`src/rtl/mul_share_arbiter_if.sv`:
```
`timescale 1ns/1ps
`default_nettype none
// ============================================================================
// Module      : mul_share_arbiter_if
// Description : Bundle of the requester request/response channels and the
//               shared-multiplier operand/result bus seen by the arbiter.
//               slave  = arbiter side, master = requesters + multiplier side.
// Revision    : 1.0 - initial release
// ============================================================================
interface mul_share_arbiter_if #(
    parameter int N = 4
);
    // Request channel, one lane per requester
    logic [N-1:0]    req_valid;
    logic [N-1:0]    req_ready;
    logic [16*N-1:0] req_a;
    logic [16*N-1:0] req_b;
    logic [N-1:0]    req_int8;

    // Response channel, one lane per requester
    logic [N-1:0]    rsp_valid;
    logic [N-1:0]    rsp_ready;
    logic [16*N-1:0] rsp_res;

    // Shared multiplier bus
    logic [15:0]     mul_a;
    logic [15:0]     mul_b;
    logic            mul_int8;
    logic [15:0]     mul_res;

    modport slave (
        input  req_valid, req_a, req_b, req_int8, rsp_ready, mul_res,
        output req_ready, rsp_valid, rsp_res, mul_a, mul_b, mul_int8
    );

    modport master (
        output req_valid, req_a, req_b, req_int8, rsp_ready, mul_res,
        input  req_ready, rsp_valid, rsp_res, mul_a, mul_b, mul_int8
    );
endinterface
`default_nettype wire

```
`src/rtl/mul_share_arbiter.sv`:
```
`timescale 1ns/1ps
`default_nettype none
// ============================================================================
// Module      : mul_share_arbiter
// Description : Shares one fixed-latency registered multiplier between N
//               requesters. Round-robin issue (one op per cycle), one op
//               outstanding per requester, latency-matched {valid,id} tag
//               pipeline routes each result into its owner's hold register.
//               Optional macro MUL_SHARE_ARBITER_FIXED_PRIO_EN selects fixed
//               priority (lowest eligible index wins, no RR pointer).
// Revision    : 1.0 - initial release
// ============================================================================
module mul_share_arbiter #(
    parameter int N       = 4,   // number of requesters (2..8)
    parameter int MUL_LAT = 2,   // operand update -> valid mul_res (>=1)
    parameter int IDW     = 2    // requester-id width, >= clog2(N)
) (
    input wire                 clk,
    input wire                 rst,   // asynchronous, active-low
    mul_share_arbiter_if.slave bus
);

    typedef enum logic [1:0] {
        S_IDLE     = 2'd0,
        S_INFLIGHT = 2'd1,
        S_DONE     = 2'd2
    } slot_t;

    // ------------------------------------------------------------------
    // Declarations
    // ------------------------------------------------------------------
    logic                run_q;
    logic [N-1:0]        w_idle;
    logic [N-1:0]        w_done;
    logic [N-1:0]        w_elig;
    logic [N-1:0]        w_grant_oh;
    logic [16*N-1:0]     w_res;
    logic                w_grant_vld;
    logic [IDW-1:0]      w_grant_id;

    logic [15:0]         w_sel_a;
    logic [15:0]         w_sel_b;
    logic                w_sel_int8;
    logic [15:0]         mul_a_q;
    logic [15:0]         mul_b_q;
    logic                mul_int8_q;

    logic [MUL_LAT:0]    tag_v_q;
    logic [IDW-1:0]      tag_id_q [MUL_LAT+1];
    logic                w_exit_v;
    logic [IDW-1:0]      w_exit_id;

`ifndef MUL_SHARE_ARBITER_FIXED_PRIO_EN
    localparam logic [IDW:0] c_N = (IDW+1)'(N);
    logic [IDW-1:0]          ptr_q;
    logic [IDW-1:0]          ptr_d;
    logic [IDW:0]            w_cand;
    logic [(1<<IDW)-1:0]     w_elig_pad;
`endif

    // Holds off grants while in reset and for the first edge after release,
    // so req_ready is guaranteed low during reset.
    always_ff @(posedge clk or negedge rst) begin
        if (!rst) begin
            run_q <= 1'b0;
        end else begin
            run_q <= 1'b1;
        end
    end

    // A requester competes only when it has a request and no op in any state.
    assign w_elig = bus.req_valid & w_idle & {N{run_q}};

    // ------------------------------------------------------------------
    // Arbitration
    // ------------------------------------------------------------------
`ifdef MUL_SHARE_ARBITER_FIXED_PRIO_EN
    // Fixed priority: lowest eligible index wins.
    always_comb begin
        w_grant_vld = 1'b0;
        w_grant_id  = '0;
        for (int k = 0; k < N; k++) begin
            if (!w_grant_vld && w_elig[k]) begin
                w_grant_vld = 1'b1;
                w_grant_id  = IDW'(k);
            end
        end
    end
`else
    // Zero-extend eligibility so any IDW-bit candidate index is in range.
    always_comb begin
        w_elig_pad        = '0;
        w_elig_pad[N-1:0] = w_elig;
    end

    // Round-robin: first eligible index at or after the pointer, wrapping.
    always_comb begin
        w_grant_vld = 1'b0;
        w_grant_id  = '0;
        w_cand      = '0;
        for (int k = 0; k < N; k++) begin
            w_cand = {1'b0, ptr_q} + (IDW+1)'(k);
            if (w_cand >= c_N) begin
                w_cand = w_cand - c_N;
            end
            if (!w_grant_vld && w_elig_pad[w_cand[IDW-1:0]]) begin
                w_grant_vld = 1'b1;
                w_grant_id  = w_cand[IDW-1:0];
            end
        end
    end

    // Pointer moves to the index after the winner; holds when idle.
    always_comb begin
        ptr_d = ptr_q;
        if (w_grant_vld) begin
            ptr_d = (w_grant_id == IDW'(N-1)) ? '0 : w_grant_id + IDW'(1);
        end
    end

    // Round-robin pointer register.
    always_ff @(posedge clk or negedge rst) begin
        if (!rst) begin
            ptr_q <= '0;
        end else begin
            ptr_q <= ptr_d;
        end
    end
`endif

    // Decode the winner to a one-hot ready vector.
    always_comb begin
        w_grant_oh = '0;
        for (int k = 0; k < N; k++) begin
            w_grant_oh[k] = w_grant_vld && (w_grant_id == IDW'(k));
        end
    end

    // ------------------------------------------------------------------
    // Issue to the shared multiplier
    // ------------------------------------------------------------------
    // Select the granted requester's operands.
    always_comb begin
        w_sel_a    = '0;
        w_sel_b    = '0;
        w_sel_int8 = 1'b0;
        for (int k = 0; k < N; k++) begin
            if (w_grant_oh[k]) begin
                w_sel_a    = bus.req_a[16*k +: 16];
                w_sel_b    = bus.req_b[16*k +: 16];
                w_sel_int8 = bus.req_int8[k];
            end
        end
    end

    // Operand registers: loaded on a handshake, zeroed on idle cycles.
    always_ff @(posedge clk or negedge rst) begin
        if (!rst) begin
            mul_a_q    <= '0;
            mul_b_q    <= '0;
            mul_int8_q <= 1'b0;
        end else if (w_grant_vld) begin
            mul_a_q    <= w_sel_a;
            mul_b_q    <= w_sel_b;
            mul_int8_q <= w_sel_int8;
        end else begin
            mul_a_q    <= '0;
            mul_b_q    <= '0;
            mul_int8_q <= 1'b0;
        end
    end

    // ------------------------------------------------------------------
    // Tag pipeline: stage 0 loads with the operands, the last stage lines
    // up with the cycle in which mul_res carries that op's product.
    // ------------------------------------------------------------------
    // Shift {valid,id} along MUL_LAT+1 stages; reset drops all in-flight ops.
    always_ff @(posedge clk or negedge rst) begin
        if (!rst) begin
            tag_v_q <= '0;
            for (int k = 0; k <= MUL_LAT; k++) begin
                tag_id_q[k] <= '0;
            end
        end else begin
            tag_v_q     <= {tag_v_q[MUL_LAT-1:0], w_grant_vld};
            tag_id_q[0] <= w_grant_id;
            for (int k = 1; k <= MUL_LAT; k++) begin
                tag_id_q[k] <= tag_id_q[k-1];
            end
        end
    end

    assign w_exit_v  = tag_v_q[MUL_LAT];
    assign w_exit_id = tag_id_q[MUL_LAT];

    // ------------------------------------------------------------------
    // Per-requester slots
    // ------------------------------------------------------------------
    for (genvar i = 0; i < N; i++) begin : g_slot
        slot_t       st_q;
        logic [15:0] res_q;

        // Slot lifecycle; the result register only loads on tag exit, so it
        // is frozen for the whole time the slot sits in DONE.
        always_ff @(posedge clk or negedge rst) begin
            if (!rst) begin
                st_q  <= S_IDLE;
                res_q <= '0;
            end else begin
                case (st_q)
                    S_IDLE: begin
                        if (w_grant_oh[i]) begin
                            st_q <= S_INFLIGHT;
                        end
                    end
                    S_INFLIGHT: begin
                        if (w_exit_v && (w_exit_id == IDW'(i))) begin
                            st_q  <= S_DONE;
                            res_q <= bus.mul_res;
                        end
                    end
                    S_DONE: begin
                        if (bus.rsp_ready[i]) begin
                            st_q <= S_IDLE;
                        end
                    end
                    default: st_q <= S_IDLE;
                endcase
            end
        end

        assign w_idle[i]          = (st_q == S_IDLE);
        assign w_done[i]          = (st_q == S_DONE);
        assign w_res[16*i +: 16]  = res_q;
    end

    // ------------------------------------------------------------------
    // Outputs
    // ------------------------------------------------------------------
    assign bus.req_ready = w_grant_oh;
    assign bus.rsp_valid = w_done;
    assign bus.rsp_res   = w_res;
    assign bus.mul_a     = mul_a_q;
    assign bus.mul_b     = mul_b_q;
    assign bus.mul_int8  = mul_int8_q;

endmodule
`default_nettype wire
```
`src/flat_wrapper.sv`:
```
// flat-port wrapper written by rule: the top's interface ports become plain ports
module mul_share_arbiter_flat 
#(
    parameter int N       = 4,                                 
    parameter int MUL_LAT = 2,                                           
    parameter int IDW     = 2                                      
)
  (clk, rst, bus_req_valid, bus_req_a, bus_req_b, bus_req_int8, bus_rsp_ready, bus_mul_res, bus_req_ready, bus_rsp_valid, bus_rsp_res, bus_mul_a, bus_mul_b, bus_mul_int8);
  mul_share_arbiter_if #(.N(N)) bus_i ();
  input wire clk;
  input wire rst;
  input wire logic [$bits(bus_i.req_valid)-1:0] bus_req_valid;
  input wire logic [$bits(bus_i.req_a)-1:0] bus_req_a;
  input wire logic [$bits(bus_i.req_b)-1:0] bus_req_b;
  input wire logic [$bits(bus_i.req_int8)-1:0] bus_req_int8;
  input wire logic [$bits(bus_i.rsp_ready)-1:0] bus_rsp_ready;
  input wire logic [$bits(bus_i.mul_res)-1:0] bus_mul_res;
  output wire logic [$bits(bus_i.req_ready)-1:0] bus_req_ready;
  output wire logic [$bits(bus_i.rsp_valid)-1:0] bus_rsp_valid;
  output wire logic [$bits(bus_i.rsp_res)-1:0] bus_rsp_res;
  output wire logic [$bits(bus_i.mul_a)-1:0] bus_mul_a;
  output wire logic [$bits(bus_i.mul_b)-1:0] bus_mul_b;
  output wire logic [$bits(bus_i.mul_int8)-1:0] bus_mul_int8;
  assign bus_i.req_valid = bus_req_valid;
  assign bus_i.req_a = bus_req_a;
  assign bus_i.req_b = bus_req_b;
  assign bus_i.req_int8 = bus_req_int8;
  assign bus_i.rsp_ready = bus_rsp_ready;
  assign bus_i.mul_res = bus_mul_res;
  assign bus_req_ready = bus_i.req_ready;
  assign bus_rsp_valid = bus_i.rsp_valid;
  assign bus_rsp_res = bus_i.rsp_res;
  assign bus_mul_a = bus_i.mul_a;
  assign bus_mul_b = bus_i.mul_b;
  assign bus_mul_int8 = bus_i.mul_int8;
  mul_share_arbiter #(.N(N), .MUL_LAT(MUL_LAT), .IDW(IDW)) u_core (.clk(clk), .rst(rst), .bus(bus_i));
endmodule
```
`config.mk`:
```
export PLATFORM = sky130hd
export DESIGN_NAME = mul_share_arbiter_flat
export DESIGN_NICKNAME = d
export VERILOG_FILES = /design/src/rtl/mul_share_arbiter_if.sv /design/src/rtl/mul_share_arbiter.sv /design/src/flat_wrapper.sv
export SDC_FILE = /design/constraint.sdc
export NUM_CORES = 1
export LEC_CHECK = 0
export CORE_MARGIN = 2
export CORE_UTILIZATION = 29
export DETAILED_ROUTE_END_ITERATION = 7
export GPL_TIMING_DRIVEN = 0
export SYNTH_ARGS = -nofsm -noshare
export SYNTH_HDL_FRONTEND = slang
export SYNTH_SLANG_ARGS = --single-unit
```
`constraint.sdc`:
```
create_clock -name clk -period 4.06 [get_ports clk]
set_input_delay 0.812 -clock clk [delete_from_list [all_inputs] [get_ports clk]]
set_output_delay 0.812 -clock clk [all_outputs]
set_load 0.05 [all_outputs]
```
==> impl_metrics.yaml <==
logic_synthesis:
  ys_types: 34
  synth_edf_count: 0
  yosys-top-cells-count: "dfrtp_1 (117), mux2_2 (64), inv_1 (42)"
  synth_area_per_cell_um2: 11.78
  yosysTopAreaCell: "dfrtp_1"
  synth_top_area_share_pct: 56.09
  yosys-top-cells-area: "dfrtp_1 (56%), mux2_2 (14%), a211o_1 (5.5%)"
  yosysSeqAreaShare_pct: 56.09
  yosysWarnings: 0
  synth-main-ff-cell: "dfrtp_1"
  syn-cell-area_mm2: 0.005220
  yosysMostFrequentCell: "dfrtp_1"
  ys_seq_elements: 117
  synth-async-reset-ratio_pct: 100.0
  syn-num-nets: 605
  syn-instance-count: 443
finish:
  multiInputGateArea_mm2: 0.002074
  drive_above_1_share_pct: 17.97
  seq_area_mm2: 0.002928
  instances_no_fill: 969
  nNetsFinal: 889
  diodes: 0
  syn_to_final_growth_pct: 70.71
  fill_cells: 1577
job:
  cap_violations: 0
sta:
  relSlewSlack_pct: 41.47
  fin_crit_sh_pct: 97.79
  hold_ws_ns: 0.2354
  tightest_slew_ns: 0.8748
  period_minus_slack_ns: 3.970
  max_freq_ghz: 0.2519
  finClkSkew_ns: 0.007875
  hold_viol_final: 0
  maxSlewViolCount: 0
  finalSetupTns_ns: 0
  setup_violations: 0
  rsz0062_at_grt: "true"
die:
  die_h_um: 138.2
  dieArea_mm2: 0.01909
  die_w_um: 138.2
  io_pins: 263
  core_area_mm2: 0.01784
  start_util_pct: 29.26
  rows: 49
global_route:
  grt_pass1_wl_um: 27900
  busiest_layer: "met2"
  grt_max_degree: 101
  antenna_found_initial: 0
  grt_usage_pct: 18.82
  grt_pass1_vias: 5029
  grt_overflow: 0
  use_met3_pct: 6.547
  use_met1_pct: 21.43
  met2_usage_pct: 33.01
worst_setup_path:
  rr_worst_depth: 12
  crit_arrival_ns: 3.16
  worst-r2r-setup-slack_ns: 0.65
  path_cells: "clkdlybuf4s50_1 -> nor4bb_4 -> o211ai_1 -> a21oi_1 -> ha_2 -> clkbuf_8 -> and2_1 -> buf_4"
  cp_max_fo: 19
  required_ns: 3.25
  crit_type: "in2out"
  start_kind: "primary input"
  max_stage_delay_ns: 0.49
  timing.rr.end: "u_core.bus.mul_a[4]$_DFF_PN0_"
  critPathBufInv: 3
  end_kind: "output port"
  cp_slowest_cell: "clkdlybuf4s50_1"
  timing.rr.start: "u_core.g_slot[2].st_q[1]$_DFFE_PN0P_"
  crit_family: "buffers and inverters"
  cp_num_cells: 8
power_and_ir_drop:
  power_leakage_nw: 3.887
  vdd_drop_max_mv: 0.6968
  powerDensity_mw_per_mm2: 928.0
outcome:
  outcome: "finished clean"
detailed_routing:
  antenna_left: 0
  drc_errors: 0
  via_per_inst: 4.816
  vias: 4667
  avgRoutedWirePerCell_um: 18.37
  wl_um: 17800
  first_pass_iters: 4
  drt_iter0_markers: 208
place:
  gp_congestion: 0.9134
  hpwl_um: 13320
  placedCellCount: 935
  port_buffers: 262
clock_tree:
  cts.path.max_buffers: 2
  htreeDepth: 4
  cts_tree: "yes"
  clkTransAtPathRegs_ns: 0.05
  numClockSinks: 117
  ctsRootBufferMaster: "clkbuf_16"
  cts_inserted_buffers: 17
  clock_latency_ns: 0.41
worst_hold_path:
  hold_class: "in2async"
cell usage in the layout (no fill, tap or decap), types with 8 or more instances in the layout:
master and n:
a211o_1 33, clkdlybuf4s50_1 256, a221oi_1 33, clkbuf_16 18
mux2_2 64, buf_2 9, a21oi_1 38, inv_1 42
buf_4 8, nand2_1 36, dfrtp_1 117, clkbuf_1 16
cell type report:
type / instances / area share (%)
Sequential cell: 117 / 32.86
Multi-Input combinational cell: 251 / 23.28
Timing Repair Buffer: 270 / 30.27
Clock buffer: 18 / 4.928
Tap cell: 229 / 3.215
Clock inverter: 14 / 1.994
Inverter: 43 / 1.811
Buffer: 27 / 1.643
layer usage:
metal	routed length [µm]	part of all wire [%]	vias up
met5	0	0	-
li1	-	-	2157
met2	8992	51	224
met4	357	2.0	0
met1	6999	39	2259
met3	1452	8.2	27
metrics by stage:
| stage | setup slack [ns] | utilization, % | power, W | instance area [µm²] |
|---|---|---|---|---|
| 2_1_floorplan | 0.04741 | - | 0.005041 | 5220 |
| 3_3_place_gp | -2.303 | 45.56 | 0.006591 | 8129 |
| 3_5_place_dp | -1.666 | 45.73 | 0.006644 | 8158 |
| 4_1_cts | 0.03228 | 49.90 | 0.008348 | 8902 |
| 5_1_grt | -0.05143 | 49.95 | 0.008721 | 8911 |
| 6_report | 0.08967 | 49.95 | 0.008269 | 8911 |
logic make-up (layout without fill, tap and decap cells):
kind of cell | after synthesis | count (layout) | synth area share [%]
AO/OA/AOI/OAI | 116 | 116 | 16.54
other | 1 | 1 | 0.07184
buffers and inverters | 75 | 372 | 5.585
AND/OR/NAND/NOR | 66 | 66 | 6.951
multiplexers | 64 | 64 | 13.81
adder cells (fa/ha/maj) | 4 | 4 | 0.9588
flip-flops | 117 | 117 | 56.09
worst max-delay path by stage:
stage | from | to
3_3_place_gp | rst | u_core.bus.mul_a[15]$_DFF_PN0_
3_5_place_dp | bus_req_valid[3] | bus_req_ready[3]
6_report | bus_req_valid[3] | bus_req_ready[3]
5_1_grt | bus_req_valid[1] | bus_req_ready[3]
2_1_floorplan | bus_req_valid[1] | bus_req_ready[3]
4_1_cts | bus_req_valid[2] | bus_req_ready[2]
report_power, final:
part / total [W] / switching (W) / internal (W)
combinational: 0.00475 / 0.00288 / 0.00187
clock: 0.00155 / 0.000563 / 0.000987
sequential: 0.00197 / 0.000284 / 0.00168
timing repair:
| item | CTS | global route |
|---|---|---|
| pin swaps | 4 | 0 |
| setup buffers | 5 | 2 |
| hold buffers | 0 | 0 |
| resized for setup | 43 | 6 |
| endpoints found under the setup margin | 4 | 4 |
state kept, by name (all words and copies together) (netlist names):
name / cells
u_core.bus.mul_int8: 1
u_core.g_slot.st_q: 8
u_core.g_slot.res_q: 64
u_core.tag_id_q: 4
u_core.run_q: 1
u_core.bus.mul_b: 16
u_core.w_exit_id: 2
u_core.tag_v_q: 3
u_core.ptr_q: 2
u_core.bus.mul_a: 16
Power figures use the tool's default switching activity.
